## config.mk

```make
export PLATFORM = sky130hd
export DESIGN_NAME = lcd_message_ctrl
export DESIGN_NICKNAME = d
export VERILOG_FILES = /design/src/rtl/lcd_message_ctrl.sv
export SDC_FILE = /design/constraint.sdc
export NUM_CORES = 1
export LEC_CHECK = 0
export ABC_AREA = 1
export ABC_CLOCK_PERIOD_IN_PS = 2730
export CORE_UTILIZATION = 58
export DETAILED_ROUTE_END_ITERATION = 8
export GPL_TIMING_DRIVEN = 0
export PLACE_DENSITY_LB_ADDON = 0.2
export SYNTH_ARGS = -nofsm -noshare
export SYNTH_HDL_FRONTEND = slang
export SYNTH_SLANG_ARGS = --single-unit
```

## constraint.sdc

```tcl
create_clock -name clk -period 2.73 [get_ports clk]
set_clock_uncertainty 0.15 [all_clocks]
set_input_delay 0.6825 -clock clk [delete_from_list [all_inputs] [get_ports clk]]
set_output_delay 0.6825 -clock clk [all_outputs]
set_load 0.1 [all_outputs]
```

## src/rtl/lcd_message_ctrl.sv

```systemverilog
`default_nettype none
// ============================================================================
// Module   : lcd_message_ctrl
// Function : Powers up and initialises a 4-bit HD44780-style LCD, then writes
//            a two-line message read from BRAM. Command and character bytes
//            are sent through an external timing FSM using a
//            lower/upper-nibble handshake. A refresh pulse in IDLE resends
//            the message without repeating the initialisation.
// Revision : 1.0 - initial release
// ============================================================================
module lcd_message_ctrl #(
  parameter int unsigned PWR_WAIT   = 750000,
  parameter int unsigned INIT_WAIT0 = 205000,
  parameter int unsigned INIT_WAIT1 = 5000,
  parameter int unsigned INIT_WAIT2 = 2000,
  parameter int unsigned E_PULSE    = 12,
  parameter int unsigned CLR_WAIT   = 82000,
  parameter int unsigned MSG_BASE   = 0,
  parameter int unsigned LINE_LEN   = 16
) (
  input  logic        clk,
  input  logic        reset,
  input  logic        refresh,
  input  logic [7:0]  bram_data,
  input  logic        tc_send_lower,
  input  logic        tc_send_upper,
  input  logic        tc_lcd_e,
  output logic [10:0] bram_addr,
  output logic        tc_fsm_enable,
  output logic [3:0]  lcd_data,
  output logic        lcd_rs,
  output logic        lcd_rw,
  output logic        lcd_e,
  output logic        sf_ce0,
  output logic        busy
);

  // One shared counter covers the power-up wait, every init step and the
  // clear-display wait; size it for the largest of them.
  localparam int unsigned INIT_SPAN = E_PULSE + INIT_WAIT0 + INIT_WAIT1 + INIT_WAIT2;
  localparam int unsigned MAX_A     = (PWR_WAIT > CLR_WAIT) ? PWR_WAIT : CLR_WAIT;
  localparam int unsigned CNT_MAX   = (MAX_A > INIT_SPAN) ? MAX_A : INIT_SPAN;
  localparam int          CW        = $clog2(CNT_MAX + 1);
  localparam int          COLW      = (LINE_LEN > 1) ? $clog2(LINE_LEN) : 1;

  typedef enum logic [3:0] {
    S_PWR   = 4'd0,
    S_INIT  = 4'd1,
    S_CMD   = 4'd2,
    S_CLRW  = 4'd3,
    S_FETCH = 4'd4,
    S_ADDR1 = 4'd5,
    S_LINE1 = 4'd6,
    S_ADDR2 = 4'd7,
    S_LINE2 = 4'd8,
    S_IDLE  = 4'd9
  } state_e;

  state_e            state_q, state_d;
  logic [CW-1:0]     cnt_q, cnt_d;
  logic [1:0]        step_q, step_d;      // init nibble index or command index
  logic [COLW-1:0]   col_q, col_d;        // character position within a line
  logic [10:0]       addr_q, addr_d;
  logic              en_q, en_d;          // drives tc_fsm_enable
  logic              lower_q, lower_d;    // lower nibble is being presented
  logic              line2_q, line2_d;    // FETCH feeds LINE2 instead of LINE1

  logic [CW-1:0]     init_end;
  logic [7:0]        cmd_byte;
  logic [7:0]        tx_byte;
  logic              sending;

  // Last counter value of the current init step: pulse time plus its wait.
  always_comb begin
    init_end = CW'(E_PULSE + INIT_WAIT2 - 1);
    case (step_q)
      2'd0:    init_end = CW'(E_PULSE + INIT_WAIT0 - 1);
      2'd1:    init_end = CW'(E_PULSE + INIT_WAIT1 - 1);
      default: init_end = CW'(E_PULSE + INIT_WAIT2 - 1);
    endcase
  end

  // Byte currently presented to the timing FSM; characters come straight
  // from BRAM, whose address is held for the whole byte.
  always_comb begin
    cmd_byte = 8'h01;
    case (step_q)
      2'd0:    cmd_byte = 8'h28;
      2'd1:    cmd_byte = 8'h06;
      2'd2:    cmd_byte = 8'h0C;
      default: cmd_byte = 8'h01;
    endcase
    tx_byte = 8'h00;
    sending = 1'b0;
    case (state_q)
      S_CMD:   begin tx_byte = cmd_byte;  sending = 1'b1; end
      S_ADDR1: begin tx_byte = 8'h80;     sending = 1'b1; end
      S_ADDR2: begin tx_byte = 8'hC0;     sending = 1'b1; end
      S_LINE1: begin tx_byte = bram_data; sending = 1'b1; end
      S_LINE2: begin tx_byte = bram_data; sending = 1'b1; end
      default: begin tx_byte = 8'h00;     sending = 1'b0; end
    endcase
  end

  // Next-state logic: init sequencing, byte handshake and message walking.
  always_comb begin
    state_d = state_q;
    cnt_d   = cnt_q;
    step_d  = step_q;
    col_d   = col_q;
    addr_d  = addr_q;
    en_d    = en_q;
    lower_d = lower_q;
    line2_d = line2_q;

    if (sending) begin
      if (!en_q) begin
        // Enable-low gap between consecutive bytes is over.
        en_d    = 1'b1;
        lower_d = 1'b0;
      end else if (tc_send_upper) begin
        // Byte complete (also when it coincides with tc_send_lower).
        en_d    = 1'b0;
        lower_d = 1'b0;
        case (state_q)
          S_CMD: begin
            if (step_q == 2'd3) begin
              state_d = S_CLRW;
              cnt_d   = '0;
              step_d  = 2'd0;
            end else begin
              step_d  = step_q + 2'd1;
            end
          end
          S_ADDR1: begin
            state_d = S_FETCH;
            line2_d = 1'b0;
          end
          S_ADDR2: begin
            state_d = S_FETCH;
            line2_d = 1'b1;
          end
          S_LINE1: begin
            addr_d = addr_q + 11'd1;
            if (col_q == COLW'(LINE_LEN - 1)) begin
              col_d   = '0;
              state_d = S_ADDR2;
            end else begin
              col_d   = col_q + COLW'(1);
              state_d = S_FETCH;
            end
          end
          default: begin
            if (col_q == COLW'(LINE_LEN - 1)) begin
              col_d   = '0;
              addr_d  = 11'(MSG_BASE);
              state_d = S_IDLE;
            end else begin
              col_d   = col_q + COLW'(1);
              addr_d  = addr_q + 11'd1;
              state_d = S_FETCH;
            end
          end
        endcase
      end else if (tc_send_lower) begin
        lower_d = 1'b1;
      end
    end else begin
      case (state_q)
        S_PWR: begin
          if (cnt_q == CW'(PWR_WAIT - 1)) begin
            state_d = S_INIT;
            cnt_d   = '0;
            step_d  = 2'd0;
          end else begin
            cnt_d   = cnt_q + CW'(1);
          end
        end
        S_INIT: begin
          if (cnt_q == init_end) begin
            cnt_d = '0;
            if (step_q == 2'd3) begin
              state_d = S_CMD;
              step_d  = 2'd0;
              en_d    = 1'b1;
              lower_d = 1'b0;
            end else begin
              step_d  = step_q + 2'd1;
            end
          end else begin
            cnt_d = cnt_q + CW'(1);
          end
        end
        S_CLRW: begin
          if (cnt_q == CW'(CLR_WAIT - 1)) begin
            state_d = S_ADDR1;
            cnt_d   = '0;
            en_d    = 1'b1;
            lower_d = 1'b0;
          end else begin
            cnt_d   = cnt_q + CW'(1);
          end
        end
        S_FETCH: begin
          // BRAM data for the held address is valid from the next cycle on.
          state_d = line2_q ? S_LINE2 : S_LINE1;
          en_d    = 1'b1;
          lower_d = 1'b0;
        end
        S_IDLE: begin
          if (refresh) begin
            state_d = S_ADDR1;
            en_d    = 1'b1;
            lower_d = 1'b0;
          end
        end
        default: state_d = S_PWR;
      endcase
    end
  end

  // State and datapath registers; reset aborts any byte in flight.
  always_ff @(posedge clk or negedge reset) begin
    if (!reset) begin
      state_q <= S_PWR;
      cnt_q   <= '0;
      step_q  <= 2'd0;
      col_q   <= '0;
      addr_q  <= 11'(MSG_BASE);
      en_q    <= 1'b0;
      lower_q <= 1'b0;
      line2_q <= 1'b0;
    end else begin
      state_q <= state_d;
      cnt_q   <= cnt_d;
      step_q  <= step_d;
      col_q   <= col_d;
      addr_q  <= addr_d;
      en_q    <= en_d;
      lower_q <= lower_d;
      line2_q <= line2_d;
    end
  end

  // Output mux: own enable pulses during power-up/init, timing FSM after.
  always_comb begin
    lcd_data = lower_q ? tx_byte[3:0] : tx_byte[7:4];
    lcd_e    = tc_lcd_e;
    case (state_q)
      S_PWR: begin
        lcd_data = 4'h0;
        lcd_e    = 1'b0;
      end
      S_INIT: begin
        lcd_data = (step_q == 2'd3) ? 4'h2 : 4'h3;
        lcd_e    = (cnt_q < CW'(E_PULSE));
      end
      S_IDLE:  lcd_e = 1'b0;
      default: lcd_e = tc_lcd_e;
    endcase
  end

  assign lcd_rs        = (state_q == S_LINE1) || (state_q == S_LINE2);
  assign lcd_rw        = 1'b0;
  assign sf_ce0        = 1'b1;
  assign busy          = (state_q != S_IDLE);
  assign tc_fsm_enable = en_q;
  assign bram_addr     = addr_q;

endmodule
`default_nettype wire

```

# Yosys cells after proc, flatten, opt, wreduce, memory -nomap -nowiden
# Index checks and enable logic that the tools add are counted.
[word_totals]
in_bits = 14
mem_bits_ro = 0
mem_count = 0
ramBits = 0
latch_bits = 0
reg_bits = 44
[classes]
reduce_logical = 19
addsub = 4
n_shift = 0
n_mux = 60
bitwise_logic = 1
div_mod_pow = 0
eq_ne = 28
n_lt_le_gt_ge = 1
multipliers = 0
[ops]
columns = ["op", "n"]
rows = [
  ["$mux 20", 8],
  ["$pmux 20 s3", 1],
  ["$mux 4", 13],
  ["$pmux 18 s2", 1],
  ["$pmux 8 s4", 1],
  ["$pmux 11 s2", 1],
  ["$add 20x1->20 const B", 1],
  ["$eq 20x17->1 const B", 1],
  ["$eq 20x20->1", 1],
  ["$eq 20x20->1 const B", 1],
  ["$lt 20x4->1 const B", 1],
  ["$pmux 4 s5", 1],
  ["$ne 3x3->1 const B", 6],
  ["$pmux 6 s3", 1],
  ["$mux 1", 17],
  ["$eq 4x3->1 const B", 4],
  ["$mux 2", 8],
  ["$eq 4x4->1 const B", 3],
  ["$pmux 4 s3", 1],
  ["$reduce_and 6->1", 2],
  ["$add 11x1->11 const B", 1],
  ["$mux 11", 1],
  ["$reduce_and 5->1", 2],
  ["$eq 4x2->1 const B", 2],
  ["25 further kinds", 34],
]

# Longest topological paths before layout
[logic_depth]
ltp_word = 6
ltp_mapped = 14

# Least setup slack after synthesis
# OpenSTA, ideal clock, no wires.
[synth_timing]
path_kind = "reg2out"
start = "register state_q[3]"
end = "output lcd_e"
path_buffers = 0
path_stages_with_launch = 6
path_slack_ps = -2074
t_arrival_ps = 3971
cell_sequence = "dfrtp_1 -> nor2_2 -> nand2_1 -> inv_2 -> nand2_1 -> o41ai_1"
[synth_via]
elab_chain_len = 3
elab_cells_between_ends = 5
cone_classes = "eq/ne (2); mux (1); reduce/logical (2)"
[synth_rtl]
columns = ["element", "line_no", "source"]
rows = [
  ["start: declaration", "59", "state_e state_q, state_d;"],
  ["start signal: assignment", "234", "state_q <= state_d;"],
  ["$eq 4x4->1 or $logic_not 4->1 (tied branches)", "249", "case (state_q)"],
  ["$reduce_or 2->1 (no source line)", "--", ""],
  ["$pmux 1 s2 *", "249", ""],
  ["end: declaration", "33", "output logic lcd_e,"],
]
# Every way passes the cells marked *; elsewhere a longest branch is shown, timed or not.

# Final worst setup path
[layout_timing]
start = "register addr_q[6] (netlist: bram_addr[6])"
end = "output bram_addr[6]"
[layout_lines]
columns = ["element", "line_no", "source"]
rows = [
  ["start: declaration", "63", "logic [10:0] addr_q, addr_d;"],
  ["start signal: assignment", "229", "addr_q <= 11'(MSG_BASE);"],
  ["start signal: assignment", "238", "addr_q <= addr_d;"],
  ["end: declaration", "28", "output logic [10:0] bram_addr,"],
]
# No word-level cell between the ends.

==> run_results.csv <==
group,metric,value,unit
status,status,"completed",
clocking,holdBufCountCts,0,
grt,grt_antenna_before_repair,0,
synthesis,synth_area_leaders,"dfrtp_1, nand2_1, inv_1",
timing,setup_viol,0,
setup_path,crit_type,"flip-flop to output pin",
synthesis,synth_warnings,0,
grt,grt_usage,27.7,%
timing,tightestPinTransition,0.966,ns
synthesis,ys_top_cells_by_count,"nand2_1, inv_1, nor2_1",
setup_path,crit_required,1.90,ns
clocking,numCtsBuffers,5,
floorplan,die_area,6080,um2
timing,grt_setup_unrepaired,"yes",
synthesis,async_reset_ff_share,100,%
setup_path,path_delay_family,"buffers and inverters",
placed_design,io_buffer_count,32,
synthesis,synth.distinct_cells,42,
detailed_routing,routed.top_layer,"met4",
setup_path,worstPathArrival,1.86,ns
floorplan,die_h,78.0,um
detailed_routing,ant_nets,0,
setup_path,path_cells,"clkdlybuf4s50_1",
detailed_routing,drtIter0Drc,258,
grt,grt_pass1_vias,3212,
final_layout,syn2layout_area_growth,20.3,%
detailed_routing,routedWlPerCell,13.2,um
floorplan,io_pins,35,
synthesis,syn_nets,509,
clocking,clk_latency,0.29,ns
synthesis,syn_inst,486,
placed_design,dp_slack,-0.730,ns
final_layout,diodes,0,
grt,grt_max_degree,34,
clocking,cts_tree,"built",
setup_path,cp-end-kind,"output pin",
power_and_ir_drop,irDropWorstVdd,0.202,mV
detailed_routing,drc,0,
detailed_routing,vias,3303,
power_and_ir_drop,powerDensity,294,nW/um2
synthesis,netlist_area,3350,um2
final_layout,final_layout_size_suffix_gt1_share,15.5,%
setup_path,cp_max_fo,4,
setup_path,setup.worst_path.start_class,"flip-flop",
run,cap_violations,0,
floorplan,die_w,78.0,um
placed_design,gp_congestion,0.957,
clocking,clk_path_buf_depth,2,
placed_design,dp_hpwl,6120,um
grt,grt_overflow,0,
setup_path,slowest_stage,"clkdlybuf4s50_1",
power_and_ir_drop,power,1180,uW
timing,report.final.slew_viol_count,0,
clocking,clk_pin_slew,0.08,ns
floorplan,initial_core_util,60.4,%
detailed_routing,drt-met1-wl,3650,um
synthesis,synth_area_leader_cell,"dfrtp_1",
synthesis,syn_avg_cell_area,6.88,um2
setup_path,path_buf_inv,1,
power_and_ir_drop,power_leakage,0.00193,uW
clocking,clock_sinks,44,
timing,hold-worst-slack,0.123,ns
detailed_routing,dr_wl_met3,370,um
timing,fin_ws,0.0411,ns
timing,timing_hold_violations_final,0,
synthesis,seq_area_frac_synth,32.9,%
clocking,htree_levels,2,
synthesis,ys.flop_type,"dfrtp_1",
detailed_routing,wl,7900,um
detailed_routing,firstDrtPassIters,5,
timing,maxSlewHeadroom,35.4,%
timing,fmax,0.372,GHz
synthesis,synth_top_area_share,32.9,%
setup_path,slowest_delay,1.15,ns
detailed_routing,via_per_inst,5.51,
timing,fin_setup_tns,0,ns
grt,grt_pass1_wl,13600,um
timing,finalCritPeriodShare,98.5,%
worst_hold_path,hold_path_class,"input port to async pin",
synthesis,synth-edff-count,0,
floorplan,row_count,27,
synthesis,ys_seq_elements,44,
timing,layout_min_cycle_time,2.69,ns
synthesis,synth_most_common_cell,"nand2_1",
final_layout,layout.nets,551,
clocking,cts-root-buf,"clkbuf_8",
detailed_routing,wl_met2,3760,um
floorplan,core_area,5540,um2
-- cells in the final DEF (no fill, tap or decap), types with 13 or more instances in the layout --
| master | count |
|---|---|
| clkdlybuf4s50_1 | 21 |
| dfrtp_1 | 41 |
| inv_1 | 57 |
| nand2_1 | 128 |
| nand3_1 | 40 |
| nor2_1 | 45 |
| nor3_1 | 13 |
| o21ai_0 | 23 |
| xor2_1 | 16 |
-- final cells by class --
| class | count | area [um2] |
|---|---|---|
| timing repair buffer | 35 | 372 |
| multi-input combinational | 362 | 2010 |
| clock inverter | 1 | 30.0 |
| fill | 475 | 1510 |
| clock buffer | 6 | 72.6 |
| inverter | 67 | 256 |
| sequential | 44 | 1100 |
| tap | 72 | 90.1 |
| buffer | 13 | 88.8 |
-- power by group --
group | internal (uW) | total, uW | switching (uW)
Combinational | 20.6 | 48.8 | 28.2
Sequential | 651 | 651 | 0
Clock | 268 | 484 | 216
Total | 940 | 1180 | 244
-- per-layer routing --
| metal | vias up | global-route usage [%] |
|---|---|---|
| met3 | 15 | 4.12 |
| met4 | 0 | 9.81 |
| li1 | 1638 | - |
| met1 | 1560 | 35.6 |
| met2 | 90 | 47.3 |
| met5 | - | 0 |
-- sequential cells by signal, summed over array words and instances (netlist names) --
register and flops:
tc_fsm_enable 1, cnt_q 20, bram_addr 11, step_q 2, line2_q 1, lower_q 1
state_q 4, col_q 4
-- kinds of logic (layout without fill, tap and decap cells) --
kind of cell,Yosys count,count (layout),share of synthesized area (%)
flops,44,44,32.9
fa+ha+maj,9,9,3.37
buf+inv,80,122,10.2
compound gates,65,65,12.2
simple gates,266,266,35.8
xor+xnor,20,20,5.24
other cells,2,2,0.224
-- per-stage QoR --
| stage | utilization [%] | cells | area (um2) |
|---|---|---|---|
| CTS | 71.9 | 598 | 3980 |
| global placement | 69.5 | 590 | 3850 |
| floorplan | - | 486 | 3440 |
| global route | 72.7 | 600 | 4030 |
| finish | 72.7 | 600 | 4030 |
| detailed placement | 69.7 | 591 | 3860 |
-- worst paths after layout --
path	slack (ns)	endpoint	start	depth (start not counted)
min reg2reg	0.34	line2_q	line2_q	2
min in group clk	0.34	line2_q	line2_q	2
max reg2reg	0.48	cnt_q[14]	step_q[0]	14
min	0.12	cnt_q[15]	reset	1
max in group asynchronous	1.82	state_q[0]	reset	2
max	0.04	bram_addr[6]	bram_addr[6]	1
-- timing repair --
action,in CTS,in global routing
pin swaps,0,2
setup buffers,0,2
gates resized for setup,45,9
cloned,0,0
endpoints found under the hold margin,0,0
setup endpoints to repair,8,7
Note: power is estimated with default switching activity, not from simulation.
